===== src/rtl/mem_port_arbiter.sv =====
// mem_port_arbiter: shares one valid/ready memory port between the picorv32
// native port and the vector coprocessor port. Round-robin on collisions,
// request latched and held until the memory completes, out-of-range accesses
// completed locally, saturating collision counter.
module mem_port_arbiter #(
    parameter int MEM_BYTES = 1024,
    parameter int CNT_W     = 16
) (
    input  logic             clk,
    input  logic             reset,
    input  logic             cpu_mem_valid,
    input  logic             cpu_mem_instr,
    input  logic [31:0]      cpu_mem_addr,
    input  logic [31:0]      cpu_mem_wdata,
    input  logic [3:0]       cpu_mem_wstrb,
    output logic             cpu_mem_ready,
    output logic [31:0]      cpu_mem_rdata,
    input  logic             vec_mem_valid,
    input  logic [31:0]      vec_mem_addr,
    input  logic [31:0]      vec_mem_wdata,
    input  logic [3:0]       vec_mem_wstrb,
    output logic             vec_mem_ready,
    output logic [31:0]      vec_mem_rdata,
    output logic             mem_valid,
    output logic             mem_instr,
    output logic [31:0]      mem_addr,
    output logic [31:0]      mem_wdata,
    output logic [3:0]       mem_wstrb,
    input  logic             mem_ready,
    input  logic [31:0]      mem_rdata,
    output logic             grant_vec,
    output logic [CNT_W-1:0] conflict_cnt,
    output logic             oob
);

    typedef enum logic [1:0] {IDLE, CPU, VEC, ERR} state_t;

    localparam logic [31:0] ADDR_LIMIT = 32'(MEM_BYTES);

    state_t      state;
    state_t      state_nxt;
    logic        last_vec;      // 1 when the coprocessor held the most recent grant
    logic        req_any;
    logic        collide;
    logic        pick_vec;
    logic        pick_instr;
    logic        pick_oob;
    logic [31:0] pick_addr;
    logic [31:0] pick_wdata;
    logic [3:0]  pick_wstrb;

    // Counter increment that sticks at all-ones instead of wrapping.
    function automatic logic [CNT_W-1:0] sat_inc(input logic [CNT_W-1:0] v);
        return (&v) ? v : v + 1'b1;
    endfunction

    // Choose the winner among the current requests; on a collision the side
    // that did not win last time gets the port.
    always_comb begin
        req_any    = cpu_mem_valid || vec_mem_valid;
        collide    = cpu_mem_valid && vec_mem_valid;
        pick_vec   = collide ? !last_vec : vec_mem_valid;
        pick_addr  = pick_vec ? vec_mem_addr  : cpu_mem_addr;
        pick_wdata = pick_vec ? vec_mem_wdata : cpu_mem_wdata;
        pick_wstrb = pick_vec ? vec_mem_wstrb : cpu_mem_wstrb;
        pick_instr = pick_vec ? 1'b0 : cpu_mem_instr;
        pick_oob   = pick_addr >= ADDR_LIMIT;
    end

    // State register.
    always_ff @(posedge clk or posedge reset) begin
        if (reset) begin
            state <= IDLE;
        end else begin
            state <= state_nxt;
        end
    end

    // Next-state decode and requester-side handshake outputs.
    always_comb begin
        state_nxt     = state;
        cpu_mem_ready = 1'b0;
        cpu_mem_rdata = 32'h0;
        vec_mem_ready = 1'b0;
        vec_mem_rdata = 32'h0;
        grant_vec     = 1'b0;
        oob           = 1'b0;
        case (state)
            IDLE: begin
                if (req_any) begin
                    if (pick_oob)      state_nxt = ERR;
                    else if (pick_vec) state_nxt = VEC;
                    else               state_nxt = CPU;
                end
            end
            CPU: begin
                cpu_mem_ready = mem_ready;
                cpu_mem_rdata = mem_ready ? mem_rdata : 32'h0;
                if (mem_ready) state_nxt = IDLE;
            end
            VEC: begin
                grant_vec     = 1'b1;
                vec_mem_ready = mem_ready;
                vec_mem_rdata = mem_ready ? mem_rdata : 32'h0;
                if (mem_ready) state_nxt = IDLE;
            end
            ERR: begin
                // Out-of-range access finishes here with zero data; last_vec
                // still names the requester that was granted.
                oob           = 1'b1;
                grant_vec     = last_vec;
                cpu_mem_ready = !last_vec;
                vec_mem_ready = last_vec;
                state_nxt     = IDLE;
            end
            default: state_nxt = IDLE;
        endcase
    end

    // Downstream request registers, grant history and collision counter.
    always_ff @(posedge clk or posedge reset) begin
        if (reset) begin
            mem_valid    <= 1'b0;
            mem_instr    <= 1'b0;
            mem_addr     <= 32'h0;
            mem_wdata    <= 32'h0;
            mem_wstrb    <= 4'h0;
            last_vec     <= 1'b1;
            conflict_cnt <= '0;
        end else begin
            if (state == IDLE && req_any) begin
                mem_addr  <= pick_addr;
                mem_wdata <= pick_wdata;
                mem_wstrb <= pick_wstrb;
                mem_instr <= pick_instr;
                mem_valid <= !pick_oob;
                last_vec  <= pick_vec;
                if (collide) conflict_cnt <= sat_inc(conflict_cnt);
            end else if ((state == CPU || state == VEC) && mem_ready) begin
                mem_valid <= 1'b0;
                mem_wstrb <= 4'h0;
            end
        end
    end

endmodule


===== config.mk =====
export PLATFORM = sky130hd
export DESIGN_NAME = mem_port_arbiter
export DESIGN_NICKNAME = d
export VERILOG_FILES = /design/src/rtl/mem_port_arbiter.sv
export SDC_FILE = /design/constraint.sdc
export NUM_CORES = 1
export LEC_CHECK = 0
export CORE_AREA = 3 3 126 128
export DETAILED_ROUTE_END_ITERATION = 10
export DIE_AREA = 0 0 129 131
export PLACE_DENSITY = 0.74
export SYNTH_ARGS = -nofsm -noshare
export SYNTH_HDL_FRONTEND = slang
export SYNTH_SLANG_ARGS = --single-unit

===== constraint.sdc =====
create_clock -name clk -period 3.88 [get_ports clk]
set_input_delay 0.388 -clock clk [delete_from_list [all_inputs] [get_ports clk]]
set_output_delay 0.388 -clock clk [all_outputs]
set_load 0.005 [all_outputs]

==> metrics <==
status=finished clean; startpoint types=flop; post-synthesis sequential area ratio=46.50%; CP arrival=2.52 ns; final slew viol count=0; first-pass GRT wire length=27,030 um; CTS Hold Bufs=0; die width=129 um; clock latency on the worst-skew pair=0.34 ns; sequential cell area=0.002228 sq mm; Worst-Margin Slew=0.9911 ns; initial core utilization=32.00%; Multi-input gate area=0.002412 sq mm; Syn-to-layout area delta=77.78%; DRT Pass-1 Iters=4; WS Path Type=flop to primary output; residual DRC count=0; DRT iter0 DRCs=203; I/O Buffers=327; Main synth FF type=dfrtp_1; Synth Cell Area=0.004792 sq mm; layout cells sized above 1=3.946%; fin crit period=2.907 ns; yosys warns=0; CTS tree=done; period utilization=74.92%; Cells after Synth=498; clk root buf=clkbuf_16; WL per Instance=18.19 um; Fmax=344.0 MHz; I/O pin cnt=328; GP Congestion=0.8315; Avg Cell Area, Syn=9.623 sq um; Worst Hold Class=input port to async pin; relative slew slack=33.93%; placed insts=983; Power, Total=4754 uW; LEAKAGE=0.003882 uW; Final Hold Violating Endpoints=0; nets=985; Critical Path RT=3.49 ns; pin count of the biggest net entering global routing=79; Vias/cell=4.989; hpwl dp=14,430 um; critical path peak fanout=34; total grt overflow=0; CP endpoint kind=primary output; setup TNS=0 ns; Post-Route WL=18,180 um; initial antenna violation count=0; filler cell count in the final layout=1,306; number of flops mapped to enable cells by yosys=0; maximum capacitance violations=0; TritonCTS Buffers=9; number of global-route vias before repair=4,927; H-tree depth=3; CTS Buffer Depth=2; Cell Area, Placed=0.008215 sq mm; Netlist cell types=42; Max IR drop VDD=0.2817 mV; unrepaired setup endpoints after global routing=no; Antenna Diode Count=0; design area=0.008519 sq mm; clock skew=0.009092 ns; Rows=45; Final setup viols=0; Total Routing Usage GR=20.53%; Post-synth ARST share=100.0%; ANT nets after route=0; Core ar.=0.01498 sq mm; Post-CTS Setup Repair Bufs=0; flops & latches, synth=89; clock sinks=89; DIE HEIGHT=131 um; Vias=4,984; die area=0.01690 sq mm; Synth Net Count=677; PwrDens=558.0 mW/mm^2; Worst Hold Slack=0.2828 ns; post-CTS sizing=0; Layout Cells excl Fill=999; Clock transition at path regs=0.07 ns
[flip-flops by register name, indices dropped and copies added, names as in the netlist]
name          count
state             2
last_vec          1
conflict_cnt     16
mem_instr         1
mem_wstrb         4
mem_wdata        32
mem_valid         1
mem_addr         32
[cell usage in the layout (no fill, tap or decap), types with 3 or more instances in the layout]
cell type          n
nor2_1             9
buf_4              4
nor3_1             3
nand2_1           79
a21oi_1            5
ha_1               5
clkbuf_16          9
nand3_1            6
dfrtp_1           88
and3_1            66
nand4_1            7
nor4_1            11
clkinv_2           3
xor2_1             4
xnor2_1            8
mux2i_1           68
clkdlybuf4s50_1  327
o21ai_0           69
and2_1             4
inv_1              3
[metrics by stage]
stage          util, %  worst slack (ns)
2_1_floorplan        -             1.187
3_3_place_gp     54.85             1.183
3_5_place_dp     54.85             1.075
4_1_cts          56.88            0.8769
5_1_grt          56.88            0.7517
6_report         56.88            0.9731
[cells in the mapped netlist, types with 2 or more instances]
cell | n | area [sq um]
dfrtp_1 | 88 | 2202
nand2_1 | 79 | 296.5
o21ai_0 | 69 | 345.3
mux2i_1 | 68 | 680.7
and3_1 | 66 | 412.9
clkbuf_1 | 20 | 75.07
buf_2 | 14 | 70.07
nor4_1 | 11 | 68.82
nor2_1 | 9 | 33.78
xnor2_1 | 8 | 70.07
nand4_1 | 7 | 43.79
nand3_1 | 6 | 30.03
a21oi_1 | 5 | 25.02
ha_1 | 5 | 62.56
and2_1 | 4 | 25.02
inv_1 | 4 | 15.01
xor2_1 | 4 | 35.03
nor3_1 | 3 | 15.01
a22o_1 | 2 | 17.52
a31oi_1 | 2 | 12.51
mux2_1 | 2 | 22.52
o2bb2ai_1 | 2 | 17.52
[layout make-up]
type	count	area share, %
timing repair buffer	332	39.01
multi-input combinational	370	28.32
sequential	89	26.16
clock buffer	10	2.805
tap	188	2.761
clock inverter	6	0.7637
inverter	4	0.1909
[metal layers]
metal	routed length [um]	vias to the layer above	global-route usage [%]
li1	-	2396	-
met1	7046	2334	24.42
met2	9293	227	36.25
met3	1428	27	4.593
met4	407	0	7.783
met5	0	-	0
[power breakdown]
part	total, uW	leakage [uW]	switching (uW)	internal [uW]
combinational	2280	0.00262	985	1300
clock	896	0.000149	378	518
sequential	1580	0.00112	250	1330
total	4750	0.00388	1610	3140
[critical path, cell delays in order, from the launching register on]
cell,delay [ns]
dfrtp_1,0.41
inv_1,0.09
ha_1,0.81
and3_1,0.28
clkdlybuf4s50_1,0.57
[path summary, 6_finish.rpt]
| path | startpoint | endpoint | slack (ns) | depth (start not counted) |
|---|---|---|---|---|
| min in group clk | mem_wstrb[0] | mem_wstrb[0] | 0.48 | 2 |
| hold / removal | reset | mem_addr[0] | 0.28 | 2 |
| setup reg to reg | last_vec | mem_addr[3] | 1.60 | 5 |
| setup / recovery | state[0] | vec_mem_rdata[8] | 0.97 | 4 |
| max in group asynchronous | reset | last_vec | 2.88 | 3 |
| hold reg to reg | mem_wstrb[0] | mem_wstrb[0] | 0.48 | 2 |
[cells by family after synthesis]
family                   count (synthesis)  synth area share, %
AO/OA/AOI/OAI                           86                9.687
multiplexers                            70                14.67
flip-flops                              89                46.50
adder cells (fa/ha/maj)                  5                1.305
XOR/XNOR                                12                2.193
AND/OR/NAND/NOR                        197                22.14
buffers and inverters                   39                3.499
(Power assumes the default switching activity.)
